--- src/rtl/player_controller.sv ---
// ---------------------------------------------------------------------------
// player_controller
//   Movement and score engine for one Crossy Robbers player. Keyboard
//   keycodes become tile-aligned hop animations paced by VGA frames, with
//   edge-of-field clamping, scoring on the top row and a frozen respawn
//   period after a hit or a score.
//
// Ports:
//   Clk         in   1  system clock (50 MHz)
//   Reset       in   1  asynchronous, active-high reset
//   frame_vs    in   1  raw VGA_VS (active low), asynchronous to Clk
//   keycode     in   8  current USB HID keycode, 0x00 = none
//   hit         in   1  level-sensitive collision flag from hazard logic
//   PlayerX     out 10  sprite top-left X in pixels
//   PlayerY     out 10  sprite top-left Y in pixels
//   PlayerScore out  8  binary score, saturating at SCORE_MAX
//   Facing      out  2  0 = up, 1 = down, 2 = left, 3 = right
//   Hopping     out  1  high while a hop is in progress
//   Respawning  out  1  high while frozen after a hit or a score
//
// Optional feature macro: PLAYER_HOLD_REPEAT_EN
//   When defined, a key held in IDLE chains hops back-to-back; leaving
//   RESPAWN still needs a fresh press. When undefined only key presses
//   (0 -> 1 transitions of a valid direction) start hops.
// ---------------------------------------------------------------------------
module player_controller #(
  parameter int IS_PLAYER_ONE  = 1,
  parameter int START_X        = 192,
  parameter int START_Y        = 448,
  parameter int TILE           = 32,
  parameter int HOP_FRAMES     = 8,
  parameter int RESPAWN_FRAMES = 30,
  parameter int SCORE_MAX      = 99
) (
  input  logic       Clk,
  input  logic       Reset,
  input  logic       frame_vs,
  input  logic [7:0] keycode,
  input  logic       hit,
  output logic [9:0] PlayerX,
  output logic [9:0] PlayerY,
  output logic [7:0] PlayerScore,
  output logic [1:0] Facing,
  output logic       Hopping,
  output logic       Respawning
);

  localparam logic [9:0] START_X_C   = 10'(START_X);
  localparam logic [9:0] START_Y_C   = 10'(START_Y);
  localparam logic [9:0] TILE_C      = 10'(TILE);
  localparam logic [9:0] STEP_C      = 10'(TILE / HOP_FRAMES);
  // Highest coordinate from which a right/down hop still lands on the field.
  localparam logic [9:0] X_LAST_C    = 10'(640 - 2 * TILE);
  localparam logic [9:0] Y_LAST_C    = 10'(480 - 2 * TILE);
  localparam int         HCW         = (HOP_FRAMES > 1) ? $clog2(HOP_FRAMES) : 1;
  localparam int         RCW         = (RESPAWN_FRAMES > 1) ? $clog2(RESPAWN_FRAMES) : 1;
  localparam logic [HCW-1:0] HOP_LAST_C  = HCW'(HOP_FRAMES - 1);
  localparam logic [RCW-1:0] RESP_LAST_C = RCW'(RESPAWN_FRAMES - 1);
  localparam logic [7:0] SCORE_MAX_C = 8'(SCORE_MAX);

  typedef enum logic [1:0] {
    IDLE    = 2'd0,
    HOP     = 2'd1,
    RESPAWN = 2'd2
  } state_t;

  state_t         state_q;
  logic [9:0]     x_q, y_q, tgt_x_q, tgt_y_q;
  logic [9:0]     tgt_x_d, tgt_y_d;
  logic [7:0]     score_q;
  logic [1:0]     facing_q;
  logic           hopping_q, respawning_q, prev_valid_q;
  logic [HCW-1:0] hop_cnt_q;
  logic [RCW-1:0] resp_cnt_q;
  logic           vs_meta_q, vs_sync_q, vs_prev_q;

  logic           tick, dir_valid, in_bounds, start;
  logic [1:0]     dir;
  logic           hop_last, resp_last, score_land, go_respawn;

  // VS synchroniser and edge history; all clear to 1 so reset makes no edge.
  always_ff @(posedge Clk or posedge Reset) begin
    if (Reset) begin
      vs_meta_q <= 1'b1;
      vs_sync_q <= 1'b1;
      vs_prev_q <= 1'b1;
    end else begin
      vs_meta_q <= frame_vs;
      vs_sync_q <= vs_meta_q;
      vs_prev_q <= vs_sync_q;
    end
  end

  assign tick = vs_prev_q & ~vs_sync_q;

  // Keycode to direction decode for this player's key set.
  always_comb begin
    dir_valid = 1'b0;
    dir       = 2'd0;
    if (IS_PLAYER_ONE != 0) begin
      case (keycode)
        8'h1A:   begin dir_valid = 1'b1; dir = 2'd0; end
        8'h16:   begin dir_valid = 1'b1; dir = 2'd1; end
        8'h04:   begin dir_valid = 1'b1; dir = 2'd2; end
        8'h07:   begin dir_valid = 1'b1; dir = 2'd3; end
        default: begin dir_valid = 1'b0; dir = 2'd0; end
      endcase
    end else begin
      case (keycode)
        8'h52:   begin dir_valid = 1'b1; dir = 2'd0; end
        8'h51:   begin dir_valid = 1'b1; dir = 2'd1; end
        8'h50:   begin dir_valid = 1'b1; dir = 2'd2; end
        8'h4F:   begin dir_valid = 1'b1; dir = 2'd3; end
        default: begin dir_valid = 1'b0; dir = 2'd0; end
      endcase
    end
  end

  // Target tile for the decoded direction and whether it stays on the field.
  always_comb begin
    tgt_x_d   = x_q;
    tgt_y_d   = y_q;
    in_bounds = 1'b0;
    case (dir)
      2'd0:    begin in_bounds = (y_q >= TILE_C);   tgt_y_d = y_q - TILE_C; end
      2'd1:    begin in_bounds = (y_q <= Y_LAST_C); tgt_y_d = y_q + TILE_C; end
      2'd2:    begin in_bounds = (x_q >= TILE_C);   tgt_x_d = x_q - TILE_C; end
      default: begin in_bounds = (x_q <= X_LAST_C); tgt_x_d = x_q + TILE_C; end
    endcase
  end

`ifdef PLAYER_HOLD_REPEAT_EN
  logic need_fresh_q;

  // After respawn a held key must be released before it can hop again.
  always_ff @(posedge Clk or posedge Reset) begin
    if (Reset) begin
      need_fresh_q <= 1'b0;
    end else if (tick) begin
      if (state_q == RESPAWN && resp_last) begin
        need_fresh_q <= 1'b1;
      end else if (!dir_valid) begin
        need_fresh_q <= 1'b0;
      end else begin
        need_fresh_q <= need_fresh_q;
      end
    end else begin
      need_fresh_q <= need_fresh_q;
    end
  end

  assign start = dir_valid & (~prev_valid_q | ~need_fresh_q);
`else
  assign start = dir_valid & ~prev_valid_q;
`endif

  assign hop_last   = (hop_cnt_q == HOP_LAST_C);
  assign resp_last  = (resp_cnt_q == RESP_LAST_C);
  // hit outranks a landing, so a hit on the top-row landing tick scores nothing.
  assign score_land = (state_q == HOP) & hop_last & (tgt_y_q == 10'd0) & ~hit;
  assign go_respawn = (((state_q == IDLE) | (state_q == HOP)) & hit) | score_land;

  // Player FSM: all state advances only on frame ticks.
  always_ff @(posedge Clk or posedge Reset) begin
    if (Reset) begin
      state_q      <= IDLE;
      x_q          <= START_X_C;
      y_q          <= START_Y_C;
      tgt_x_q      <= START_X_C;
      tgt_y_q      <= START_Y_C;
      score_q      <= 8'd0;
      facing_q     <= 2'd0;
      hopping_q    <= 1'b0;
      respawning_q <= 1'b0;
      prev_valid_q <= 1'b0;
      hop_cnt_q    <= '0;
      resp_cnt_q   <= '0;
    end else if (tick) begin
      prev_valid_q <= dir_valid;
      if (go_respawn) begin
        state_q      <= RESPAWN;
        x_q          <= START_X_C;
        y_q          <= START_Y_C;
        hopping_q    <= 1'b0;
        respawning_q <= 1'b1;
        resp_cnt_q   <= '0;
        if (score_land && (score_q != SCORE_MAX_C)) begin
          score_q <= score_q + 8'd1;
        end
      end else begin
        case (state_q)
          IDLE: begin
            if (start) begin
              facing_q <= dir;
              if (in_bounds) begin
                state_q   <= HOP;
                hop_cnt_q <= '0;
                hopping_q <= 1'b1;
                tgt_x_q   <= tgt_x_d;
                tgt_y_q   <= tgt_y_d;
              end
            end
          end
          HOP: begin
            if (hop_last) begin
              x_q       <= tgt_x_q;
              y_q       <= tgt_y_q;
              hopping_q <= 1'b0;
              state_q   <= IDLE;
            end else begin
              hop_cnt_q <= hop_cnt_q + HCW'(1);
              case (facing_q)
                2'd0:    y_q <= y_q - STEP_C;
                2'd1:    y_q <= y_q + STEP_C;
                2'd2:    x_q <= x_q - STEP_C;
                default: x_q <= x_q + STEP_C;
              endcase
            end
          end
          RESPAWN: begin
            if (resp_last) begin
              state_q      <= IDLE;
              respawning_q <= 1'b0;
              facing_q     <= 2'd0;
            end else begin
              resp_cnt_q <= resp_cnt_q + RCW'(1);
            end
          end
          default: state_q <= IDLE;
        endcase
      end
    end
  end

  assign PlayerX     = x_q;
  assign PlayerY     = y_q;
  assign PlayerScore = score_q;
  assign Facing      = facing_q;
  assign Hopping     = hopping_q;
  assign Respawning  = respawning_q;

endmodule

--- config.mk ---
export PLATFORM = sky130hd
export DESIGN_NAME = player_controller
export DESIGN_NICKNAME = d
export VERILOG_FILES = /design/src/rtl/player_controller.sv
export SDC_FILE = /design/constraint.sdc
export NUM_CORES = 1
export LEC_CHECK = 0
export CAP_MARGIN = 20
export CORE_MARGIN = 3
export CORE_UTILIZATION = 40
export CTS_CLUSTER_DIAMETER = 50
export DETAILED_ROUTE_END_ITERATION = 7
export GPL_ROUTABILITY_DRIVEN = 0
export PLACE_DENSITY = 0.7
export SLEW_MARGIN = 25
export SYNTH_ARGS = -nofsm -noshare
export SYNTH_HDL_FRONTEND = slang
export SYNTH_SLANG_ARGS = --single-unit
--- constraint.sdc ---
create_clock -name Clk -period 5.1 [get_ports Clk]
set_input_delay 1.275 -clock Clk [delete_from_list [all_inputs] [get_ports Clk]]
set_output_delay 1.275 -clock Clk [all_outputs]
set_load 0.01 [all_outputs]
; Yosys cells after proc, flatten, opt, wreduce, memory -nomap -nowiden
; Cells that the tools add are included.
[op_classes]
magnitude_cmp = 4
n_addsub = 11
n_mux = 36
reduce_logical = 25
n_bitwise = 12
n_eq_ne = 23
[ops]
columns = cell, n
row1 = one-hot mux 10 bit (2 select lines), 4
row2 = two-way mux 10 bit, 6
row3 = adder 10 x 3 -> 10 bit (second input constant), 2
row4 = adder 10 x 6 -> 10 bit (second input constant), 2
row5 = >= comparator 10 x 6 -> 1 bit (second input constant), 2
row6 = AND reduction 5 bit, 4
row7 = subtractor 10 x 3 -> 10 bit (second input constant), 2
row8 = subtractor 10 x 6 -> 10 bit (second input constant), 2
row9 = == test 8 x 3 -> 1 bit (second input constant), 2
row10 = == test 8 x 5 -> 1 bit (second input constant), 2
row11 = two-way mux 5 bit, 3
row12 = AND reduction 3 bit, 5
row13 = two-way mux 2 bit, 6
row14 = inequality test 3 bit (second input constant), 4
row15 = one-hot mux 2 bit (3 select lines), 2
row16 = <= comparator 10 bit (second input constant), 1
row17 = <= comparator 10 x 9 -> 1 bit (second input constant), 1
row18 = logical NOT 10 bit, 1
row19 = nonzero test 2 bit, 5
row20 = two-way mux 3 bit, 3
row21 = adder 8 x 1 -> 8 bit (second input constant), 1
row22 = two-way mux 1 bit, 8
row23 = inequality test 2 bit (second input constant), 4
row24 = inequality test 8 x 7 -> 1 bit (second input constant), 1
row25 = 22 further kinds, 38
[totals]
inputBits = 12
register_bits = 66

; Logic depth before layout (Yosys ltp)
; Gate-level depths: netlist of the first run.
[depth]
depth_word = 8
ltp_mapped = 9
mapped_depth_nobuf = 9

; Worst setup path after synthesis of the first run
; Ideal clock, no wire load.
[synth_path]
path_kind = input -> register
from = input port keycode[5]
to = register tgt_x_q[0]
arrival_time_ps = 3146
setup_ps = 125
slack_ps = 1829
path_buffers = 1
path_stages = 7
path_cell_list = or3_1 > nor4_2 > o21ai_1 > o211a_1 > or2_4 > buf_6 > mux2_4
[synth_via]
elab_chain_cells = 5
[synth_rtl]
columns = item, line_no
row1 = "start, declared", 38  ; input logic [7:0] keycode,
row2 = == test 8 x 3 -> 1 bit or == test 8 x 5 -> 1 bit (tied branches), 101  ; case (keycode)
row3 = one-hot mux 2 bit (3 select lines) or OR reduction 4 bit (tied branches), -
row4 = == test 2 bit (tied with other cells), 124  ; case (dir)
row5 = one-hot mux 1 bit (3 select lines) (tied with other cells), 124
row6 = AND reduction 5 bit (no source line) or one-hot mux 10 bit (2 select lines) (tied branches), -
row7 = "end signal, assigned", 199  ; tgt_x_q <= tgt_x_d;
row8 = "end, declared", 68  ; logic [9:0] x_q, y_q, tgt_x_q, tgt_y_q;
; Parallel ways exist; a longest one is shown, timed or not.
; A chain may end at the register's enable or synchronous reset.

; Worst setup path after layout of the first run
[layout_path]
from = input port keycode[5]
to = register tgt_y_q[1]
[layout_via]
elab_chain_cells = 5
[layout_rtl]
columns = item, line_no
row1 = == test 8 x 3 -> 1 bit or == test 8 x 5 -> 1 bit (tied branches), 101
row2 = one-hot mux 2 bit (3 select lines) or OR reduction 4 bit (tied branches), -
row3 = == test 2 bit (tied with other cells), 124
row4 = one-hot mux 1 bit (3 select lines) or bitwise AND 1 bit (tied branches), "124, 154"
row5 = AND reduction 5 bit (no source line), -
row6 = "end signal, assigned", 200  ; tgt_y_q <= tgt_y_d;
row7 = "end, declared", 68
; Parallel ways exist; a longest one is shown, timed or not.

==> results of run 1 <==
[where the power goes]
part	internal, W	switching, W	leakage (nW)	total (W)
logic	0.000488	0.000505	1.29	0.000993
clock network	0.000229	0.000216	0.0998	0.000445
registers	0.000633	0.000178	0.829	0.000811
[stage by stage]
| step | setup WS, ps | power (W) | util (%) | hold WS (ps) |
|---|---|---|---|---|
| floorplan | 1829 | 0.001500 | - | 345.2 |
| global placement | 1270 | 0.001779 | 46.03 | 347.6 |
| detailed placement | 1116 | 0.001809 | 46.03 | 349.1 |
| CTS | 1490 | 0.002266 | 47.97 | 359.8 |
| global route | 1409 | 0.002436 | 47.97 | 365.7 |
| finish | 1515 | 0.002248 | 47.97 | 357.0 |
[layout make-up]
cell class | instances | share of cell area, %
Clock inverter | 7 | 1.559
Timing Repair Buffer | 46 | 9.105
Sequential cell | 66 | 33.53
Inverter | 16 | 1.207
Clock buffer | 9 | 2.490
Tap cell | 136 | 3.421
Multi-Input combinational cell | 335 | 48.69
[cells in the final DEF, fill, tap and decap left out, drive strengths merged, types with 15 or more instances in the layout]
master / Yosys / layout
dfrtp: 53 / 53
clkdlybuf4s50: 0 / 43
nor2: 39 / 39
nand2: 32 / 32
o21ai: 32 / 32
ha: 23 / 23
mux2: 23 / 23
xnor2: 18 / 18
inv: 16 / 17
a21oi: 16 / 16
xor2: 15 / 15
[worst min path at each step]
stage | end | slack (ps) | cells past startpoint
floorplan | vs_sync_q | 350 | 0
global placement | vs_sync_q | 350 | 0
detailed placement | vs_sync_q | 350 | 0
CTS | vs_sync_q | 360 | 0
global route | vs_sync_q | 370 | 0
finish | vs_sync_q | 360 | 0
[critical path: cells and delay by family]
family                 cells  cell delay (ps)
buffers and inverters      1              410
multiplexers               1              350
AND/OR/NAND/NOR            3             1410
AO/OA/AOI/OAI              2              370
[cell families (layout without fill, tap and decap cells)]
group,after synthesis,in the layout
AND/OR/NAND/NOR,147,147
AO/OA/AOI/OAI,100,100
adder cells (fa/ha/maj),25,25
XOR/XNOR,33,33
flip-flops,66,66
buffers and inverters,38,78
multiplexers,30,30
[registers in the layout (all words and copies together) (netlist names)]
name,count
vs_prev_q,1
hop_cnt_q,3
tgt_x_q,10
Respawning,1
PlayerX,10
resp_cnt_q,5
state_q,2
Hopping,1
Facing,2
tgt_y_q,10
vs_sync_q,1
PlayerScore,8
PlayerY,10
vs_meta_q,1
prev_valid_q,1
[layer usage]
metal | vias up | GRT usage (%)
met1 | 1679 | 23.38
met2 | 84 | 28.51
met3 | 4 | 4.404
met4 | 0 | 4.987
li1 | 1643 | -
met5 | - | 0
==> run summary, run 1 <==
Once the clock tree was built, the resizer swapped 0 gates to a different size. The fraction of the mapped netlist area in compound gates was 15.30%; the area share of xor/xnor cells in the synthesized design was 6.745%. Walking the worst path, the cells encountered are clkdlybuf4s50_1 -> or3_1 -> nor4_2 -> o21ai_1 -> o211a_1 -> or2_4 -> mux2_4. For the net count of the mapped netlist, the log shows 476. Setup repair after global routing left no endpoint under its margin. After synthesis, the largest family of logic cells by area is simple AND/OR/NAND/NOR gates. The worst-path maximum fanout is 21, and the total leakage power is 2.222 nW.

The timing endpoint of the critical path is tgt_y_q[1]. Setup violations remaining at the end of the flow were counted as 0. For this design the top-level I/O count stands at 44. After routing the design area is 4975 um2. The post-route non-filler standard cell count came out at 615. For the required arrival time at the worst endpoint, the log shows 5320 ps. The final critical delay including setup and external delays is 3585 ps, and the share of flip-flops with an asynchronous set or reset after synthesis is 100.0%. For the pin with the worst max-slew slack, the measured transition is 760.0 ps. Once the clock tree was built, the setup fixing pass inserted 0 buffers.

STA classifies the critical path endpoint as a register. Number of warnings issued by yosys: 0. For the initial core utilization, the log shows 41.32%. The tightest min-delay check is of the reg -> reg type. Clock latency on the worst-skew pair, taken at its later pin, is 350 ps. The net count of the finished layout is 511. Power spread over the standard cell area amounts to 451.9 nW/um2.

Summed over all nets, the half-perimeter wirelength after detailed placement is 7.186 mm. Relative to the synthesized area, the layout overhead comes to 16.09%. The remaining global-route overflow is 0. Most frequent cell after synthesis: sky130_fd_sc_hd__dfrtp_1. In the final routed layout, each cell accounts on average for 15.95 um. STA classifies the critical path startpoint as a primary input. sky130_fd_sc_hd__dfrtp_1 takes more of the synthesized area than any other cell.

The detailed router put a total of 4.538 mm of wire on met1. Across every metal layer, demand over resource in global routing totals 17.61%. Yosys mapped a number of flops with a built-in enable equal to 0. The final routed DRC violation total came out at 0. In this run the remaining antenna-violating nets after routing total 0. The flow ran to the end, and the final reports show no timing, DRC or antenna violations. Summing every instance area after synthesis gives 4285 um2. In this run the vertical extent of the chip is 109.5 um. The worst pin sits at a relative slew slack of 48.99%. Clock sink count: 66. The clock transition at the registers of the reported paths was 70 ps; the wire length of the first global-routing pass was 16.61 mm. The tool flagged a number of max-cap violations equal to 0.

The most used flip-flop cell after synthesis is sky130_fd_sc_hd__dfrtp_1. Yosys attributes the largest share of cell area to sky130_fd_sc_hd__dfrtp_1 (31%), sky130_fd_sc_hd__dfstp_2 (8.0%), sky130_fd_sc_hd__ha_1 (6.7%). The initialized floorplan defines 37 standard-cell rows. Across the whole layout, storage elements account for 1668 um2.

Static timing analysis puts the maximum clock frequency at 0.2790 GHz. The layout filler cell count was 981. The cell with the largest stage delay on the worst path was sky130_fd_sc_hd__nor4_2. TritonCTS created 9 clock buffers. Counting cells, the worst reg-to-reg path comes to 9. Detailed routing placed a total of 4.687 mm of wire on met2. Across the routed clock network, the largest skew measured is 16.24 ps. Number of global-route vias before repair: 3386. The area of the die is 11990 um2, and the delay of the slowest cell on the worst path is 540 ps. The routed via count divided by cell count is 5.545. The worst register-to-register path begins at hop_cnt_q[1]. The top layer reached by signal wires was met4. The run gives 2422 um2 as the area of the multi-input gates.

The worst register-to-register path ends at PlayerY[8]. The run gives 206 as the count of routing violations after the opening detailed-route iteration. For the final number of max-transition violations, the log shows 0.

The worst hold path begins at vs_meta_q. The die is 109.5 um wide. Type of the worst setup path: in -> reg. Synthesis handed over a netlist of 439 instances. The detailed router placed 3410 vias in this run.

In the finished design, the share of the clock period the worst path needs comes to 70.29%. Cells with a size suffix above 1 make up 13.15% of the layout. The clock tree synthesis step divided the H-tree into 3 levels. The run gives 0 as the number of antenna violations at the first check in global routing.

For the number of detailed-route iterations in the first pass, the log shows 5. For this block, the routed nets add up to 9.811 mm of wire. The root buffer cell is sky130_fd_sc_hd__clkbuf_8.

The synthesized netlist contains 62 unique library cells. Number of input and output port buffers inserted: 43. The routed design uses 520 um of met3 wire.

Of the total synthesized cell area, the portion taken by full adders, half adders and majority gates is 7.650%. The hold violation count in the final report was 0. The logs give 599 for the cell count after placement and 2 for the maximum buffer depth of the clock tree.

TritonCTS built the clock tree. The sequential fraction of the synthesis area was 38.92%; the multiplexer area fraction after synthesis was 9.343%. The simple logic cell fraction of the synthesized area works out to 17.49%. Synthesis inferred 66 register bits. VDD sags by at most 0.0001897 V.

Entering global routing, the biggest net connects 38 pins. The placeable core region was 10370 um2; the share of the synthesized area in the top cell type was 30.95%. The total negative setup slack came out at 0 ps. Critical path startpoint: keycode[5].

The final antenna diode count is 0. In this run the mean area of a mapped cell was 9.762 um2. The run gives 4773 um2 as the cell area after placement.

The data arrival time at the worst-slack endpoint came out at 3810 ps. The reg-to-reg setup timing slack was 2190 ps. The quantity of hold-fixing buffers added after cts is 0. By count the netlist is led by sky130_fd_sc_hd__dfrtp_1 (53), sky130_fd_sc_hd__nor2_1 (39), sky130_fd_sc_hd__nand2_1 (32).
No activity file was read; power rests on OpenSTA's default activity.
==> run 2, diff against run 1 <==
Settings changed: PLACE_DENSITY 0.7 to 0.72.
Clock period 5.1 ns to 3 ns, I/O delays scaled along.
==> run 2 against run 1 <==
  * Die area did not move
  * Setup slack got worse by 1300 ps
  * First-iteration DRC count fell by 13%
  * Global-route usage rose by 0.51 points
  * Count of clock-buffer cells in the layout rose by 1
  * Via count rose by 3.8%
  * Hold slack improved by 7.1 ps
  * Largest cell class unchanged
  * Sequential power rose by 65%
  * Combinational power rose by 81%
  * Utilization rose by 2.6 points
  * Clock power rose by 100%
  * Routed wire length rose by 3.1%
==> run summary, run 2 (synthesis gave the netlist of run 1 again) <==
The run finished with clean final reports. The tools report the final clock skew as 5.968 ps (was 16.24 ps). The root buffer cell was sky130_fd_sc_hd__clkbuf_8 (unchanged). The cell area after placement was 5004 um2 (was 4773 um2); the final antenna diode count was 0 (unchanged).

The cell with the largest stage delay on the worst path was sky130_fd_sc_hd__clkdlybuf4s50_1 (was sky130_fd_sc_hd__nor4_2). The top layer reached by signal wires is met4 (unchanged). Number of maximum-capacitance violations: 0 (unchanged).

Category of the worst setup path launch point: a primary input (unchanged). The area growth from synthesis to layout was 22.42% (was 16.09%). The number of vias after detailed routing was 3541 (was 3410); the placeable core region was 10370 um2 (unchanged). Number of cells on the worst hold path: 0 (unchanged). The tools report the area occupied by registers as 1668 um2 (unchanged). The logs give 491 um (was 520 um) for the detailed route wirelength on metal3 and 0 (unchanged) for the remaining global-route overflow.

The area of the multi-input gates is 2422 um2 (unchanged). The routed via count divided by cell count was 5.498 (was 5.545). The required arrival time at the worst endpoint is 3230 ps (was 5320 ps). The path type of the worst min-delay path is reg -> reg (unchanged).

The routed design could run at a clock period as short as 2767 ps. The count of routing violations after the opening detailed-route iteration is 179 (was 206). The tools report the category of the worst setup path capture point as a register (unchanged). TritonCTS built the clock tree. The logs give 2.387 nW (was 2.222 nW) for the total leakage power and 984 (was 981) for the layout filler cell count. The reg-to-reg setup timing slack was 280 ps (was 2190 ps). The hold violation count in the final report was 0 (unchanged). The part of the cycle the worst path needs is 92.22%. Number of input and output port buffers inserted: 43 (unchanged).

The area of the die is 11990 um2 (unchanged), and the worst slew margin relative to its limit is 58.71% (was 48.99%). The data arrival time at the worst-slack endpoint was 2990 ps (was 3810 ps); the transition at the pin with the smallest max-transition slack was 613.7 ps (was 760.0 ps). Total global routing track utilization: 18.12% (was 17.61%). The tools report the setup violation total in the final timing report as 0 (unchanged). The final-stage net count was 540 (was 511). The average routed wire per standard cell is 15.71 um (was 15.95 um), and the number of post-CTS setup repair buffers is 0 (unchanged). The area of all placed cells without fillers came out at 5246 um2 (was 4975 um2). Maximum resistive drop on vdd: 0.0003252 V (was 0.0001897 V). The relative contribution of combinational cells to total power is 44.6% (was 44.2%), and the depth of the worst register-to-register path is 6 (was 9). The run gives 0 (unchanged) as the final number of max-transition violations. The number of placement rows is 37 (unchanged). The count of cells resized by post-cts repair is 0 (unchanged), and the fraction of final layout cells sized beyond drive strength 1 is 17.91% (was 13.15%). The type of the worst setup path was in -> reg (unchanged). The clock transition at the registers of the reported paths is 70 ps (about the same), and the clock sink count is 66 (unchanged). The delay of the slowest cell on the worst path is 590 ps (was 540 ps). The logs give 340 ps (was 350 ps) for the clock insertion delay at the later pin of the skew report and 0.001533 W (was 0.0008987 W) for the net switching power. The logs give 22.3% (was 19.8%) for the share of power burned in the clock network and 4.603 mm (was 4.538 mm) for the routed length on met1. Most common library cell in the layout ignoring fill and taps: sky130_fd_sc_hd__dfrtp_1 (unchanged). The initial core utilization is 41.32% (unchanged), and the power per unit of standard cell area is 770.9 nW/um2 (was 451.9 nW/um2).

The switching power as a share of total power was 37.90% (was 39.97%). For the portion of total power attributed to sequential cells, the log shows 33.1% (was 36.1%). Highest-count cells in the layout ignoring fill and taps: sky130_fd_sc_hd__dfrtp_1 (53), sky130_fd_sc_hd__clkdlybuf4s50_1 (43), sky130_fd_sc_hd__nor2_1 (39), sky130_fd_sc_hd__nand2_1 (32), sky130_fd_sc_hd__buf_4 (31) (was sky130_fd_sc_hd__dfrtp_1 (53), sky130_fd_sc_hd__clkdlybuf4s50_1 (43), sky130_fd_sc_hd__nor2_1 (39), sky130_fd_sc_hd__nand2_1 (32), sky130_fd_sc_hd__o21ai_0 (30)).

The number of nets still failing antenna checks after routing is 0 (unchanged), and the wire length of the first global-routing pass is 17.11 mm (was 16.61 mm). The number of top-level design ports came out at 44 (unchanged). Setup repair after global routing left no endpoint under its margin. The run gives 9 (unchanged) as the number of buffers created by CTS. Derived from the worst setup path, the maximum achievable clock frequency is 0.3615 GHz.

Final routed DRC violation total: 0 (unchanged). For the maximum buffer depth of the clock tree, the log shows 2 (unchanged). For the half-perimeter wire length after placement, the log shows 7.731 mm (was 7.186 mm). For the met2 routed wirelength, the log shows 4.905 mm (was 4.687 mm). For the maximum number of pins on one net before global-route repair, the log shows 29 (was 38). The tools report the number of detailed-route iterations in the first pass as 5 (unchanged). Crit path cell chain: clkdlybuf4s50_1 -> xor2_1 -> nand3_1 -> a211oi_1 -> nand4b_1 -> or2_4 -> mux2_4 (was clkdlybuf4s50_1 -> or3_1 -> nor4_2 -> o21ai_1 -> o211a_1 -> or2_4 -> mux2_4). The die span in x is 109.5 um (unchanged), and the worst-path maximum fanout is 21 (unchanged). The number of H-tree branching levels was 3 (unchanged). The number of global-route vias before repair came out at 3511 (was 3386). The smallest hold slack came out at 364.1 ps (was 357.0 ps). The floorplan die height came out at 109.5 um (unchanged). The tools report the wire length reported by the detailed router as 10.12 mm (was 9.811 mm). The internal power consumption came out at 0.002511 W (was 0.001350 W). For the number of antenna violations at the first check in global routing, the log shows 0 (unchanged). The run gives 0 (unchanged) as the quantity of hold-fixing buffers added after cts.
run 2: cell count changes in the layout (fill, tap and decap cells not counted), sizes merged:
cell | before | now
clkinv | 4 | 2
bufinv | 1 | 3
buf | 3 | 32
clkbuf | 9 | 10
inv | 17 | 16
run 2: area by class of cell:
class | count | area share [%]
Inverter | 16 | 1.145
Clock buffer | 10 | 2.433
Sequential cell | 66 | 31.79
Tap cell | 136 | 3.243
Timing Repair Buffer | 75 | 13.02
Multi-Input combinational cell | 335 | 46.17
Clock inverter | 6 | 2.194
run 2: path summary, 6_finish.rpt:
kind,startpoint,endpoint
max in group asynchronous,Reset,PlayerX[4]
min reg2reg,vs_meta_q,vs_sync_q
max reg2reg,PlayerY[1],tgt_x_q[4]
min,vs_meta_q,vs_sync_q
min in group asynchronous,Reset,PlayerScore[4]
max,keycode[0],tgt_x_q[4]
run 2: power groups by stage:
| stage | sequential, W | combinational [W] | clock, W |
|---|---|---|---|
| floorplan | 0.00132 | 0.00123 | 0 |
| global placement | 0.00134 | 0.00173 | 0 |
| detailed placement | 0.00135 | 0.00180 | 0 |
| CTS | 0.00134 | 0.00181 | 0.000927 |
| global route | 0.00137 | 0.00201 | 0.000968 |
| finish | 0.00134 | 0.00180 | 0.000903 |
run 2: metrics by stage:
step / setup TNS, ps / total power [W] / setup slack, ps / util (%) / instances
finish: 0 / 0.004044 / 233.5 / 50.59 / 644
CTS: 0 / 0.004077 / 258.7 / 50.59 / 644
detailed placement: -1895 / 0.003151 / -114.1 / 48.25 / 628
global route: 0 / 0.004351 / 109.2 / 50.59 / 644
floorplan: 0 / 0.002550 / 254.3 / - / 439
global placement: -422.4 / 0.003070 / -30.34 / 48.25 / 628
run 2: layer usage:
layer	vias up	GRT usage [%]
li1	1695	-
met5	-	0
met2	91	30.43
met3	13	4.110
met4	0	4.809
met1	1742	23.55
run 2: critical path, delay by kind of cell:
kind                      cells  cell delay (ps)
and+or+nand+nor               3              680
xor gates and xnor gates      1              220
muxes                         1              350
AOI/OAI and AO/OA             1              400
buffers and inverters         1              590
==> run 3, diff against run 2 <==
Settings changed: CELL_PAD_IN_SITES_DETAIL_PLACEMENT from default to 1, CELL_PAD_IN_SITES_GLOBAL_PLACEMENT from default to 1, PLACE_DENSITY 0.72 to 0.86.
==> run 3 against run 2 <==
  * Clock power shrank 12%
  * Flip-flop and latch count stayed put
  * Routed wire length increased by 22%
  * First-iteration DRC count rose by 52%
  * Via count grew 3.5%
==> run summary, run 3 (synthesis gave the netlist of run 1 again) <==
The final critical delay including setup and external delays works out to 2835 ps (was 2767 ps). The total global routing track utilization is 21.96% (was 18.12%). The average routed wire per standard cell came out at 19.07 um (was 15.71 um).

The category of the worst setup path capture point was a register (unchanged). The number of maximum-capacitance violations came out at 0 (unchanged). The logs give 4.110% (unchanged) for the global routing met3 resource utilization and 17.50 ps (was 5.968 ps) for the final clock skew. The number of nets still failing antenna checks after routing came out at 0 (unchanged). The tools report the category of the worst setup path launch point as a primary input (unchanged). For the area of all placed cells without fillers, the log shows 5210 um2 (was 5246 um2). The type of the worst setup path is in -> reg (unchanged). The power per unit of standard cell area was 770.0 nW/um2 (was 770.9 nW/um2). Highest-count cells in the layout ignoring fill and taps: sky130_fd_sc_hd__dfrtp_1 (53), sky130_fd_sc_hd__clkdlybuf4s50_1 (43), sky130_fd_sc_hd__nor2_1 (39), sky130_fd_sc_hd__nand2_1 (32), sky130_fd_sc_hd__buf_4 (32) (was sky130_fd_sc_hd__dfrtp_1 (53), sky130_fd_sc_hd__clkdlybuf4s50_1 (43), sky130_fd_sc_hd__nor2_1 (39), sky130_fd_sc_hd__nand2_1 (32), sky130_fd_sc_hd__buf_4 (31)).

The tools report the wire length of the first global-routing pass as 20.47 mm (was 17.11 mm). TritonCTS built the clock tree. The maximum resistive drop on vdd is 0.0003014 V (was 0.0003252 V), and the data arrival time at the worst-slack endpoint is 3060 ps (was 2990 ps). The cell area after placement is 5011 um2 (was 5004 um2), and the clock sink count is 66 (unchanged).

The fraction of final layout cells sized beyond drive strength 1 was 18.27% (was 17.91%); the area growth from synthesis to layout was 21.58% (was 22.42%). The most common library cell in the layout ignoring fill and taps was sky130_fd_sc_hd__dfrtp_1 (unchanged). The final number of max-transition violations came out at 0 (unchanged). The number of top-level design ports was 44 (unchanged). Cell with the largest stage delay on the worst path: sky130_fd_sc_hd__clkdlybuf4s50_1 (unchanged). The logs give 3666 (was 3541) for the number of vias after detailed routing and 0 (unchanged) for the number of post-CTS setup repair buffers.

The routed via count divided by cell count works out to 5.684 (was 5.498). The run gives 9 (unchanged) as the number of buffers created by CTS. The area of the die is 11990 um2 (unchanged), and the required arrival time at the worst endpoint is 3230 ps (about the same). The tools report the overall power consumption as 0.004012 W (was 0.004044 W). The delay of the slowest cell on the worst path works out to 520 ps (was 590 ps).

The tools report the total leakage power as 2.378 nW (was 2.387 nW). For the final antenna diode count, the log shows 0 (unchanged). The setup violation total in the final timing report came out at 0 (unchanged). The global routing usage on met2 is 37.71% (was 30.43%), and the clock transition at the registers of the reported paths is 80 ps (was 70 ps). The flow ran to the end, and the final reports show no timing, DRC or antenna violations. The transition at the pin with the smallest max-transition slack was 576.4 ps (was 613.7 ps).

For the wire length reported by the detailed router, the log shows 12.30 mm (was 10.12 mm). The run gives 541 (was 540) as the final-stage net count. Path type of the worst min-delay path: reg -> reg (unchanged). The routing layer with the top usage in global route is met2 (unchanged). The floorplan die height is 109.5 um (unchanged), and the final routed DRC violation total is 0 (unchanged). For the maximum buffer depth of the clock tree, the log shows 2 (unchanged).

The run gives 3 (unchanged) as the number of H-tree branching levels. The worst-path maximum fanout is 21 (unchanged), and the initial core utilization is 41.32% (unchanged). The clock insertion delay at the later pin of the skew report was 360 ps (was 340 ps); the half-perimeter wire length after placement was 9.048 mm (was 7.731 mm). For the hold violation count in the final report, the log shows 0 (unchanged). The worst slew margin relative to its limit came out at 61.22% (was 58.71%).

The quantity of hold-fixing buffers added after cts is 0 (unchanged). The number of global-route vias before repair came out at 3963 (was 3511). The top achievable clock speed is 0.3528 GHz (was 0.3615 GHz), and the number of placement rows is 37 (unchanged). The remaining global-route overflow was 0 (unchanged).

Crit path cell chain: clkdlybuf4s50_1 -> nor2b_1 -> nand2_1 -> or4_1 -> o211a_1 -> or2_4 -> mux2_4 (was clkdlybuf4s50_1 -> xor2_1 -> nand3_1 -> a211oi_1 -> nand4b_1 -> or2_4 -> mux2_4). The met1 layer usage reported by global route was 27.73% (was 23.55%). The count of routing violations after the opening detailed-route iteration is 272 (was 179). The number of input and output port buffers inserted came out at 43 (unchanged). The number of antenna violations at the first check in global routing is 0 (unchanged).

The smallest hold slack was 361.0 ps (was 364.1 ps); the part of the cycle the worst path needs was 94.49% (was 92.22%). The root buffer cell was sky130_fd_sc_hd__clkbuf_8 (unchanged). For the utilization after layout, the log shows 50.24% (was 50.59%). The number of detailed-route iterations in the first pass came out at 4 (was 5). Setup repair after global routing left no endpoint under its margin.

The placeable core region is 10370 um2 (unchanged), and the die span in x is 109.5 um (unchanged). The maximum number of pins on one net before global-route repair is 38 (was 29). The total negative setup slack was 0 ps (unchanged).
==> run 3: area by class of cell <==
class	instances	area, um2
Sequential cell	66	1668
Fill cell	1202	5160
Inverter	16	60.06
Multi-Input combinational cell	335	2422
Clock buffer	9	123.9
Clock inverter	7	75.07
Timing Repair Buffer	76	690.7
Tap cell	136	170.2
==> run 3: worst paths after layout <==
| check | slack (ps) | end | from | cells after the start |
|---|---|---|---|---|
| worst min register to register | 360 | vs_sync_q | vs_meta_q | 0 |
| worst max-delay path | 170 | tgt_y_q[2] | keycode[2] | 7 |
| max in group asynchronous | 1740 | vs_prev_q | Reset | 3 |
| worst max register to register | 260 | tgt_y_q[2] | PlayerY[1] | 6 |
| worst min-delay path | 360 | vs_sync_q | vs_meta_q | 0 |
| min in group asynchronous | 640 | PlayerScore[5] | Reset | 2 |
==> run 3: repair_timing <==
action                                  in CTS  in global routing
endpoints found under the hold margin        0                  0
endpoints found under the setup margin       0                  1
resized for setup                            0                  1
==> run 3: stage by stage <==
step	worst slack, ps	instances
2_1_floorplan	254.3	439
3_3_place_gp	-40.25	629
3_5_place_dp	-216.1	629
4_1_cts	163.5	645
5_1_grt	55.91	645
6_report	165.3	645
==> run 3: metal layers <==
layer,vias to the layer above,wire [um],share of wire [%]
li1,1703,-,-
met1,1869,5453,44
met2,74,6220,51
met3,20,442,3.6
met4,0,185,1.5
met5,-,0,0
==> run 3: worst max-delay path, delay by kind of cell <==
kind / cells / cell delay [ps]
and+or+nand+nor: 4 / 1290
muxes: 1 / 340
buffers and inverters: 1 / 520
AOI/OAI and AO/OA: 1 / 150
==> run 3: power breakdown <==
group | internal [W] | switching [W]
Sequential | 0.00108 | 0.000278
Clock | 0.000390 | 0.000401
Combinational | 0.000888 | 0.000980
